[src/rtl/reg_dump_reader.sv]
`default_nettype none
// ============================================================================
//  Module      : reg_dump_reader
//  Description : Read-side companion to the multi-port register file. Walks a
//                programmable (optionally wrapping) address range through one
//                register-file read port and streams each word out over a
//                valid/ready handshake. Optional running checksum of the
//                accepted words is enabled by defining REG_DUMP_CHECKSUM_EN.
//  Revision    : 1.0 - initial release
// ============================================================================
module reg_dump_reader #(
    parameter int ADDR = 4,
    parameter int SIZE = 32
) (
    input  logic            Clk,
    input  logic            Clr,
    input  logic            Start,
    input  logic            Abort,
    input  logic [ADDR-1:0] Start_Addr,
    input  logic [ADDR-1:0] End_Addr,
    output logic [ADDR-1:0] R_Addr,
    input  logic [SIZE-1:0] R_Data,
    output logic [SIZE-1:0] Out_Data,
    output logic [ADDR-1:0] Out_Addr,
    output logic            Out_Last,
    output logic            Out_Valid,
    input  logic            Out_Ready,
    output logic            Busy,
    output logic            Done
`ifdef REG_DUMP_CHECKSUM_EN
    ,
    output logic [SIZE-1:0] Sum
`endif
);

    // Register count follows from the address width; not meant to be overridden.
    localparam int NUMB = 1 << ADDR;

    localparam logic [1:0] c_IDLE = 2'd0;
    localparam logic [1:0] c_READ = 2'd1;
    localparam logic [1:0] c_HOLD = 2'd2;
    localparam logic [1:0] c_DONE = 2'd3;

    logic [1:0]      r_state;
    logic [ADDR-1:0] r_cur;
    logic [ADDR-1:0] r_end;
    logic [SIZE-1:0] r_out_data;
    logic [ADDR-1:0] r_out_addr;
    logic            r_out_last;
    logic            r_out_valid;
    logic            r_busy;
    logic            r_done;

    logic [ADDR-1:0] w_next_cur;
    logic            w_start;
    logic            w_accept;

    // Pointer advance wraps explicitly at the top of the register file.
    assign w_next_cur = (r_cur == ADDR'(NUMB - 1)) ? '0 : r_cur + 1'b1;
    assign w_start    = (r_state == c_IDLE) && Start;
    // Abort wins over a simultaneous transfer, so it suppresses acceptance.
    assign w_accept   = (r_state == c_HOLD) && Out_Ready && !Abort;

    assign R_Addr    = r_cur;
    assign Out_Data  = r_out_data;
    assign Out_Addr  = r_out_addr;
    assign Out_Last  = r_out_last;
    assign Out_Valid = r_out_valid;
    assign Busy      = r_busy;
    assign Done      = r_done;

    // Dump sequencer: range latch, read/capture, handshake hold and completion.
    always_ff @(posedge Clk or posedge Clr) begin
        if (Clr) begin
            r_state     <= c_IDLE;
            r_cur       <= '0;
            r_end       <= '0;
            r_out_data  <= '0;
            r_out_addr  <= '0;
            r_out_last  <= 1'b0;
            r_out_valid <= 1'b0;
            r_busy      <= 1'b0;
            r_done      <= 1'b0;
        end else begin
            case (r_state)
                c_IDLE: begin
                    if (Start) begin
                        r_cur   <= Start_Addr;
                        r_end   <= End_Addr;
                        r_busy  <= 1'b1;
                        r_state <= c_READ;
                    end
                end
                c_READ: begin
                    if (Abort) begin
                        r_out_valid <= 1'b0;
                        r_out_last  <= 1'b0;
                        r_busy      <= 1'b0;
                        r_state     <= c_IDLE;
                    end else begin
                        r_out_data  <= R_Data;
                        r_out_addr  <= r_cur;
                        r_out_last  <= (r_cur == r_end);
                        r_out_valid <= 1'b1;
                        r_state     <= c_HOLD;
                    end
                end
                c_HOLD: begin
                    if (Abort) begin
                        r_out_valid <= 1'b0;
                        r_out_last  <= 1'b0;
                        r_busy      <= 1'b0;
                        r_state     <= c_IDLE;
                    end else if (Out_Ready) begin
                        r_out_valid <= 1'b0;
                        if (r_out_last) begin
                            r_busy  <= 1'b0;
                            r_done  <= 1'b1;
                            r_state <= c_DONE;
                        end else begin
                            r_cur   <= w_next_cur;
                            r_state <= c_READ;
                        end
                    end
                end
                default: begin
                    // c_DONE: single-cycle completion pulse, Start ignored here.
                    r_done  <= 1'b0;
                    r_state <= c_IDLE;
                end
            endcase
        end
    end

`ifdef REG_DUMP_CHECKSUM_EN
    logic [SIZE-1:0] r_sum;

    assign Sum = r_sum;

    // Running modulo-2^SIZE sum of every word the consumer accepts.
    always_ff @(posedge Clk or posedge Clr) begin
        if (Clr) begin
            r_sum <= '0;
        end else if (w_start) begin
            r_sum <= '0;
        end else if (w_accept) begin
            r_sum <= r_sum + r_out_data;
        end
    end
`else
    // Without the checksum the start/accept decodes have no consumer.
    logic w_unused;
    assign w_unused = w_start ^ w_accept;
`endif

endmodule
`default_nettype wire

[config.mk]
export PLATFORM = sky130hd
export DESIGN_NAME = reg_dump_reader
export DESIGN_NICKNAME = d
export VERILOG_FILES = /design/src/rtl/reg_dump_reader.sv
export SDC_FILE = /design/constraint.sdc
export NUM_CORES = 1
export LEC_CHECK = 0
export BUFFER_PORTS_ARGS = -buffer_cell sky130_fd_sc_hd__buf_2
export CELL_PAD_IN_SITES_DETAIL_PLACEMENT = 1
export CELL_PAD_IN_SITES_GLOBAL_PLACEMENT = 2
export CORE_MARGIN = 4
export CORE_UTILIZATION = 33
export DETAILED_ROUTE_END_ITERATION = 8
export GPL_TIMING_DRIVEN = 1
export PLACE_DENSITY = 0.94
export SLEW_MARGIN = 5
export SYNTH_ARGS = -nofsm -noshare
export SYNTH_HDL_FRONTEND = slang
export SYNTH_SLANG_ARGS = --single-unit
[constraint.sdc]
create_clock -name Clk -period 2.7 [get_ports Clk]
set_input_delay 0.135 -clock Clk [delete_from_list [all_inputs] [get_ports Clk]]
set_output_delay 0.135 -clock Clk [all_outputs]
set_load 0.01 [all_outputs]
# Word-level counts from Yosys, hierarchy flattened
# Cells that the tools add are included.
[word_totals]
output_inout_bits = 44
regBits = 50
mem_bits_rw = 0
memories = 0
wordCells = 66
romBits = 0
latchBits = 0
[classes]
n_reduce_logical = 13
multipliers = 0
div_mod_pow = 0
n_eq_ne = 13
n_shift = 0
mux = 28
add_sub_neg = 1
n_bitwise = 2
n_lt_le_gt_ge = 0
[ops]
columns = ["operator", "count"]
rows = [
  ["$mux W4", 5],
  ["$ne A2 B2 Y1 const B", 7],
  ["$mux W1", 12],
  ["$mux W2", 5],
  ["$reduce_and A2 Y1", 5],
  ["$reduce_and A5 Y1", 2],
  ["$pmux W4 S2", 1],
  ["$ne A3 B3 Y1 const B", 2],
  ["$pmux W1 S2", 3],
  ["$pmux W2 S3", 1],
  ["$add A4 B1 Y4 const B", 1],
  ["$eq A4 B4 Y1", 1],
  ["$eq A4 B4 Y1 const B", 1],
  ["$reduce_and A4 Y1", 1],
  ["$reduce_bool A2 Y1", 2],
  ["$pmux W1 S3", 1],
  ["$reduce_bool A3 Y1", 1],
  ["$eq A2 B1 Y1 const B", 1],
  ["$eq A2 B2 Y1 const B", 1],
  ["$logic_not A2 Y1", 1],
  ["$not A1 Y1", 2],
  ["$reduce_or A2 Y1", 1],
]

# Logic depth before layout (Yosys ltp)
[logic_depth]
word_depth = 6
depth_mapped = 6
depth_no_buf = 6

# Least setup slack after synthesis
# OpenSTA, ideal clock, no wires.
[synth_timing]
path_type = "register to register"
start = "register r_state[0]"
end = "register r_cur[3] (netlist: R_Addr[3])"
setup_slack_ns = 1.020
setup_time_ns = 0.125
arrival_ns = 1.554
path_stages_with_launch = 6
synth_period_minus_slack_ns = 1.680
cell_sequence = "dfrtp_1 inv_1 ha_1 mux2_4 o211a_4 mux2_4"
[synth_via]
elab_chain_cells = 3
elab_cells_between_ends = 9
classes_between = "5 x eq/ne; 1 x mux; 3 x reduce/logical"
[synth_lines]
columns = ["element", "line_no", "source"]
rows = [
  ["from (decl)", "44", "logic [1:0] r_state;"],
  ["from (signal assigned)", "75", "r_state <= c_IDLE;"],
  ["from (signal assigned)", "91", "r_state <= c_READ;"],
  ["from (signal assigned)", "99", "r_state <= c_IDLE;"],
  ["$eq A2 B2 Y1 / $logic_not A2 Y1 (equally long branches)", "85", "case (r_state)"],
  ["$ne A2 B2 Y1 (no source line) / $reduce_bool A2 Y1 (equally long branches)", "n/a", ""],
  ["$reduce_and A5 Y1 (no source line)", "n/a", ""],
  ["to (signal assigned)", "88", "r_cur <= Start_Addr;"],
  ["to (signal assigned)", "121", "r_cur <= w_next_cur;"],
  ["to (decl)", "45", "logic [ADDR-1:0] r_cur;"],
]
# Several ways; a longest one is shown, not always the timed one.
# A chain may end at the register's enable or synchronous reset.

# Worst setup path after layout
[layout_timing]
start = "register r_state[1]"
end = "register r_out_data[5] (netlist: Out_Data[5])"
[layout_via]
elab_chain_cells = 2
[layout_lines]
columns = ["element", "line_no", "source"]
rows = [
  ["$eq A2 B1 Y1", "85", ""],
  ["$reduce_and A2 Y1 (no source line)", "n/a", ""],
  ["to (signal assigned)", "101", "r_out_data <= R_Data;"],
  ["to (decl)", "47", "logic [SIZE-1:0] r_out_data;"],
]
# No other way between the ends.

==> qor.csv <==
metric;value;unit
synth_cells;159;
hp-class;in -> reg;
synth_xor_xnor_area_share;1.57;%
htreeDepth;2;
synth-seq-cells;50;
clk_pin_slew_worst_paths;0.09;ns
ir_drop;0.000425;V
cp.required;2.88;ns
setup_viol;0;
cp-end-kind;register;
r2r-start;r_state[1]$_DFFE_PP0P_;
yosysTopAreaCellShare;56.2;%
finalCritPeriodShare;80.7;%
start_kind;register;
postSynthAreaPerCell;14.0;sq um
synthArstFlopShare;100;%
start_util;34.5;%
rsz0062_at_grt;no;
via_per_inst;4.75;
wl_per_cell;15.3;um
vias;1562;
synth-adder-area-share;3.93;%
cts_sinks;50;
antenna_found_initial;0;
cts_resized;0;
run_status;finished clean;
grt_pass1_wl;8330;um
syn_nets;211;
netlist_area;2230;sq um
worst_ep_arrival_time;2.35;ns
multiInputGateArea;906;sq um
post_cts_buffers;0;
ff_latch_area;1250;sq um
synthMuxAreaShare;23.9;%
nNetsFinal;303;
ant_nets;0;
core;6460;sq um
ys.flop_type;dfrtp_1;
synth_seq_area_share;56.2;%
grt_overflow_total;0;
mostFrequentLayoutCell;buf_2;
maxCapViolCount;0;
worst_slack;0.522;ns
hold_viol_final;0;
synth_top_family_by_area;multiplexers;
hp-start;R_Data[16];
die_h;90.1;um
post-dp-hpwl;3860;um
synth_edf_count;0;
yosysTopAreaCell;dfrtp_1;
startpoint;r_state[1]$_DFFE_PP0P_;
dp_slack;0.489;ns
dr.pass1.iters;4;
grt_usage;12.6;%
synth_compound_area_share;7.25;%
antennaDiodeCount;0;
drive_above_1_share;46.4;%
power_density;1190;nW/um^2
cts_inserted_buffers;5;
drv_slew;0;
areaGrowthSynthToFinish;27.1;%
synth_cell_types;33;
gp_congestion;0.724;
max_slew_margin;30.7;%
root_buffer;clkbuf_8;
clock_latency;0.29;ns
skew;0.00296;ns
synth-simple-area-share;3.71;%
grt_max_degree;51;
finalSetupTns;0;ns
critPathMaxFanout;21;
drc;0;
die_w;90.1;um
nFillCells;722;
die-area;8120;sq um
cts_buffer_depth;2;
tightestPinTransition;1.04;ns
most-common-layout-cells;88 x buf_2, 50 x dfrtp_1, 30 x mux2_1;
row_count;29;
postCtsHoldBufs;0;
worst_hold_path.num_cells;2;
min_period;2.18;ns
power_leakage;1.36;nW
fmax;459;MHz
num_io_pins;89;
critPathKind;reg -> reg;
io_buffers;88;
rr_worst_depth;5;
ys_warn_count;0;
routed_wl;5020;um
tritoncts;yes;
first_iter_violations;48;
grt_pass1_vias;1688;
ys_top_cells_by_area;dfrtp_1 56%, mux2_1 15%, mux2_2 5.6%;
-- worst max-delay path: stages, from the launching register on --
cell and delay [ns]:
dfrtp_1 0.45, inv_1 0.11, ha_1 0.26, nor2b_4 0.59, buf_4 0.31, mux2_1 0.34
-- sequential cells by signal, indices dropped and copies added, names as in the netlist --
name / count
Out_Data: 32
Out_Addr: 4
r_end: 4
Done: 1
Out_Last: 1
R_Addr: 4
Out_Valid: 1
Busy: 1
r_state: 2
-- stage by stage --
step                power [mW]  utilization [%]  instance area (sq um)  hold slack [ns]  std cells
global placement          2.92             42.4                   2740            0.351        321
global route              3.67             43.8                   2830           0.0358        329
CTS                       3.45             43.8                   2830           0.0411        329
finish                    3.37             43.8                   2830           0.0548        329
detailed placement        3.00             42.4                   2740            0.356        321
floorplan                 2.42                -                   2230            0.233        159
-- synthesized netlist by cell type, types with 3 or more instances --
cell,instances
mux2_1,30
dfrtp_1,50
inv_1,8
a21oi_1,6
nand2_1,4
buf_6,3
o21ai_0,3
ha_1,7
mux2_2,11
xnor2_1,3
mux2i_1,4
nor2_1,5
-- path summary, 6_finish.rpt --
| check | end | slack (ns) |
|---|---|---|
| min in group asynchronous | Out_Data[27]$_DFFE_PP0P_ | 0.09 |
| worst max register to register | Out_Data[5]$_DFFE_PP0P_ | 0.52 |
| worst min register to register | Out_Data[16]$_DFFE_PP0P_ | 0.49 |
| max in group asynchronous | R_Addr[3]$_DFFE_PP0P_ | 1.97 |
| worst min-delay path | Out_Data[16]$_DFFE_PP0P_ | 0.05 |
| worst max-delay path | Out_Data[5]$_DFFE_PP0P_ | 0.52 |
-- final cells by class --
| type | instances | share of cell area (%) |
|---|---|---|
| Clock buffer | 7 | 3.05 |
| Clock inverter | 1 | 0.177 |
| Inverter | 8 | 1.06 |
| Sequential cell | 50 | 44.2 |
| Multi-Input combinational cell | 96 | 32.0 |
| Timing Repair Buffer | 90 | 16.1 |
| Tap cell | 77 | 3.40 |
-- report_power, final --
group	leakage [nW]	internal [mW]	switching, mW
sequential	0.589	1.13	0.248
clock	0.0482	0.207	0.236
combinational	0.718	0.788	0.767
-- per-layer routing --
| metal | vias up | part of all wire, % | global-route usage [%] |
|---|---|---|---|
| li1 | 743 | - | - |
| met1 | 770 | 43 | 15.0 |
| met2 | 47 | 51 | 22.0 |
| met3 | 2 | 6.0 | 4.01 |
| met4 | 0 | 0.42 | 3.06 |
| met5 | - | 0 | 0 |
-- kinds of logic after synthesis --
| group | Yosys count |
|---|---|
| flip-flops | 50 |
| multiplexers | 47 |
| AO/OA/AOI/OAI | 21 |
| AND/OR/NAND/NOR | 17 |
| buffers and inverters | 13 |
| adder cells (fa/ha/maj) | 7 |
| XOR/XNOR | 4 |
Note: power is estimated with default switching activity, not from simulation.
